$ cat src/rtl/ifetch_unit.sv
// RV32I instruction fetch stage: PC sequencing, single-outstanding imem reads,
// 2-entry {pc, word} buffer toward decode, and redirect flush of stale fetches.
module ifetch_unit #(
    parameter logic [31:0] RESET_PC = 32'h0000_0000
) (
    input  logic        clk,
    input  logic        rst,
    output logic        imem_req,
    output logic [31:0] imem_addr,
    input  logic        imem_gnt,
    input  logic        imem_rvalid,
    input  logic [31:0] imem_rdata,
    input  logic        redirect,
    input  logic [31:0] redirect_pc,
    input  logic        stall,
    output logic        inst_valid,
    output logic [31:0] inst_out,
    output logic [31:0] pc_out
);
    localparam int unsigned XLEN  = 32;
    localparam int unsigned DEPTH = 2;
    localparam int unsigned CNT_W = 2;
    localparam logic [XLEN-1:0] NOP = 32'h0000_0013;

    typedef enum logic [1:0] {IDLE, WAIT, KILL} state_t;

    typedef struct packed {
        logic [XLEN-1:0] pc;
        logic [XLEN-1:0] word;
    } fetch_entry_t;

    state_t             state;
    logic [XLEN-1:0]    fetch_pc;
    logic [XLEN-1:0]    req_pc;
    logic [XLEN-1:0]    last_pc;
    fetch_entry_t       fifo_q [DEPTH];
    logic               rd_ptr;
    logic               wr_ptr;
    logic [CNT_W-1:0]   count;

    logic               push;
    logic               pop;
    logic               grant;
    logic [CNT_W-1:0]   count_next;
    logic [XLEN-1:0]    redirect_word;

    assign redirect_word = redirect_pc & ~32'h0000_0003;

    // Issue decision: a new request may go out in the same cycle the previous response lands.
    always_comb begin
        push       = (state == WAIT) && imem_rvalid && !redirect;
        pop        = (count != '0) && !stall && !redirect;
        count_next = count + CNT_W'(push) - CNT_W'(pop);
        imem_req   = rst && !redirect && (count_next < CNT_W'(DEPTH))
                     && ((state == IDLE) || ((state == WAIT) && imem_rvalid));
        grant      = imem_req && imem_gnt;
    end

    assign imem_addr  = fetch_pc;
    assign inst_valid = (count != '0);
    assign inst_out   = inst_valid ? fifo_q[rd_ptr].word : NOP;
    assign pc_out     = inst_valid ? fifo_q[rd_ptr].pc   : last_pc;

    always_ff @(posedge clk or negedge rst) begin
        if (!rst) begin
            state     <= IDLE;
            fetch_pc  <= RESET_PC;
            req_pc    <= RESET_PC;
            last_pc   <= RESET_PC;
            rd_ptr    <= 1'b0;
            wr_ptr    <= 1'b0;
            count     <= '0;
            fifo_q[0] <= '0;
            fifo_q[1] <= '0;
        end else begin
            if (count != '0) begin
                last_pc <= fifo_q[rd_ptr].pc;
            end
            // Redirect wins over push, pop and grant; an in-flight grant becomes a kill.
            if (redirect) begin
                fetch_pc <= redirect_word;
                count    <= '0;
                rd_ptr   <= 1'b0;
                wr_ptr   <= 1'b0;
                case (state)
                    WAIT:    state <= imem_rvalid ? IDLE : KILL;
                    KILL:    state <= imem_rvalid ? IDLE : KILL;
                    default: state <= IDLE;
                endcase
            end else begin
                if (push) begin
                    fifo_q[wr_ptr] <= '{pc: req_pc, word: imem_rdata};
                    wr_ptr         <= ~wr_ptr;
                end
                if (pop) begin
                    rd_ptr <= ~rd_ptr;
                end
                count <= count_next;
                if (grant) begin
                    req_pc   <= fetch_pc;
                    fetch_pc <= fetch_pc + 32'd4;
                end
                case (state)
                    IDLE:    if (grant) state <= WAIT;
                    WAIT:    if (imem_rvalid) state <= grant ? WAIT : IDLE;
                    KILL:    if (imem_rvalid) state <= IDLE;
                    default: state <= IDLE;
                endcase
            end
        end
    end
endmodule

$ cat config.mk
export PLATFORM = sky130hd
export DESIGN_NAME = ifetch_unit
export DESIGN_NICKNAME = d
export VERILOG_FILES = /design/src/rtl/ifetch_unit.sv
export SDC_FILE = /design/constraint.sdc
export NUM_CORES = 1
export LEC_CHECK = 0
export BUFFER_PORTS_ARGS = -buffer_cell sky130_fd_sc_hd__buf_2
export CAP_MARGIN = 20
export CORE_MARGIN = 1
export CORE_UTILIZATION = 63
export CTS_BUF_LIST = sky130_fd_sc_hd__clkbuf_8
export DETAILED_ROUTE_END_ITERATION = 10
export PLACE_DENSITY = 0.95
export SYNTH_ARGS = -nofsm -noshare
export SYNTH_HDL_FRONTEND = slang
export SYNTH_SLANG_ARGS = --single-unit
$ cat constraint.sdc
create_clock -name clk -period 8.7 [get_ports clk]
set_input_delay 1.305 -clock clk [delete_from_list [all_inputs] [get_ports clk]]
set_output_delay 1.305 -clock clk [all_outputs]
set_load 0.005 [all_outputs]
==> flow_metrics.env <==
export IMPL_synthCells=845
export IMPL_synthTopCellsByArea="dfrtp_1, mux2_2, mux2i_1"
export IMPL_status="finished, final reports clean"
export IMPL_wl_per_cell_um=17.33
export IMPL_startpoint_type="input port"
export IMPL_rsz0062_at_grt="false"
export IMPL_clk_pin_slew_ns=0.06
export IMPL_synth_edf_count=0
export IMPL_fin_nets=1084
export IMPL_synth_seq_cells=222
export IMPL_endpoint_kind="output port"
export IMPL_placed_cell_area_um2=10690
export IMPL_maxCapViolCount=0
export IMPL_post_cts_setup_buffer_count=0
export IMPL_async_flop_share_pct=100.0
export IMPL_core_area_um2=15200
export IMPL_setup_viol=0
export IMPL_die_width_um=126.6
export IMPL_slew_violations=0
export IMPL_synth_top_flop_cell="dfrtp_1"
export IMPL_drt_total_wl_mm=21.17
export IMPL_hold_buffers=0
export IMPL_cts_buffers=37
export IMPL_drc=0
export IMPL_finalNonFillerCells=1221
export IMPL_finalClockSkew_ns=0.02676
export IMPL_critPathBufInv=5
export IMPL_slew_limit_headroom_pct=33.65
export IMPL_vias=7102
export IMPL_synth_top_area_share_pct=56.79
export IMPL_synth_distinct_cells=45
export IMPL_htreeDepth=2
export IMPL_drtIter0Drc=443
export IMPL_worst_slew_pin_slew_ns=0.9916
export IMPL_n_antenna_cell=0
export IMPL_powerDensity_nw_per_um2=239.5
export IMPL_ios=168
export IMPL_ctsLongestPathBuffers=3
export IMPL_die_height_um=126.6
export IMPL_design_area_um2=11440
export IMPL_overflow=0
export IMPL_tns_ns=0
export IMPL_most_common_layout_cells="dfrtp_1, buf_2, nand2_1"
export IMPL_dr_pass1_iters=5
export IMPL_cp_cell_sequence="buf_2 > buf_4 > nor2_1 > inv_1 > ha_1 > inv_1 > ha_1 > xnor3_2 > and3_1 > buf_2"
export IMPL_fin_crit_ns=4.491
export IMPL_crit_type="in -> out"
export IMPL_cts_tree="done"
export IMPL_grtUsageTotal_pct=27.36
export IMPL_initial_core_util_pct=64.35
export IMPL_critPathSlowestCell="buf_4"
export IMPL_critPathMaxStageDelay_ns=0.42
export IMPL_hold_viol=0
export IMPL_max_freq_mhz=222.7
export IMPL_synth_largest_area_cell="dfrtp_1"
export IMPL_cts_sinks=222
export IMPL_dp_hpwl_mm=13.30
export IMPL_min_path_type="reg -> reg"
export IMPL_worstPathArrival_ns=3.19
export IMPL_die_area_um2=16030
export IMPL_finalWeightedCongestion=0.8510
export IMPL_row_count=45
export IMPL_antenna_found_initial=0
export IMPL_syn2layout_area_growth_pct=16.92
export IMPL_cp_top_family="buffers and inverters"
export IMPL_first_global_vias=6930
export IMPL_portBuffers=163
export IMPL_grt_pass1_wl_mm=34.73
export IMPL_final_common_cell="dfrtp_1"
export IMPL_crit_fanout=54
export IMPL_total_leakage_power_uw=0.005684
export IMPL_post_cts_resized=0
export IMPL_dp_cells=1155
export IMPL_crit_required_ns=7.39
export IMPL_grt_start_max_net_pins=96
export IMPL_whs_ns=0.4815
export IMPL_clk_latency_ns=0.52
export IMPL_yosysWarnings=0
export IMPL_detail_route_antenna_nets=0
export IMPL_fin_crit_sh_pct=51.62
export IMPL_ys_seq_area_share_pct=56.79
export IMPL_via_per_inst=5.817
export IMPL_syn_avg_cell_area_um2=11.58
export IMPL_root_buffer="clkbuf_8"
export IMPL_layout_drive_gt1_share_pct=34.27
export IMPL_irDropWorstVdd_uv=144.7
export IMPL_syn_area_um2=9782
[stage by stage]
stage          total power (uW)  setup WS (ns)  utilization (%)
6_report                   2739          4.209            75.23
5_1_grt                    2892          4.026            75.23
4_1_cts                    2760          4.223            74.92
3_5_place_dp               1882          3.784            70.29
3_3_place_gp               1832          3.886            70.29
2_1_floorplan              1659          4.382                -
[worst paths after layout]
path                            start       endpoint  slack [ns]  depth (start not counted)
setup / recovery             redirect       imem_req        4.21                         10
hold / removal             last_pc[1]     last_pc[1]        0.48                          1
setup reg to reg             count[1]  imem_addr[13]        4.41                         12
hold reg to reg            last_pc[1]     last_pc[1]        0.48                          1
max in group asynchronous         rst     fifo_q[83]        6.71                          2
min in group asynchronous         rst  imem_addr[30]        0.75                          1
[layout make-up]
| class | instances | area (um2) |
|---|---|---|
| timing repair buffer | 173 | 933.4 |
| multi-input combinational | 565 | 3971 |
| fill | 962 | 3765 |
| clock inverter | 18 | 71.32 |
| tap | 188 | 235.2 |
| sequential | 222 | 5559 |
| inverter | 9 | 33.78 |
| clock buffer | 46 | 633.1 |
[metal layers]
metal | wire, um | global-route usage, % | vias to the layer above | part of all wire [%]
li1 | - | - | 3283 | -
met1 | 9203 | 37.80 | 3481 | 43
met2 | 10060 | 44.33 | 300 | 48
met3 | 1512 | 4.850 | 38 | 7.1
met4 | 394 | 9.213 | 0 | 1.9
met5 | 0 | 0 | - | 0
[kinds of logic after synthesis]
family,count (synthesis),share of synthesized area [%]
multiplexers,188,20.82
buffers and inverters,59,2.827
flip-flops,222,56.79
adder cells (fa/ha/maj),6,0.7674
AND/OR/NAND/NOR,264,12.04
other,1,0.03834
XOR/XNOR,6,0.6907
AO/OA/AOI/OAI,99,6.025
[cells in the mapped netlist (all sizes together), types with 8 or more instances]
master	instances
dfrtp	222
nand2	151
nand3	21
clkbuf	22
inv	9
o311ai	9
mux2	124
buf	28
o21ai	63
mux2i	64
nand4	8
nor2	44
[state kept, by name (all words and copies together), names as in the netlist]
register,count
req_pc,30
last_pc,32
imem_addr,30
wr_ptr,1
rd_ptr,1
fifo_q,124
state,2
count,2
[where the power goes]
part           switching (uW)  total [uW]  leakage (uW)  internal [uW]
clock                     395         869      0.000422            474
combinational             241         478       0.00232            238
sequential                141        1390       0.00294           1250
(Power assumes the default switching activity.)
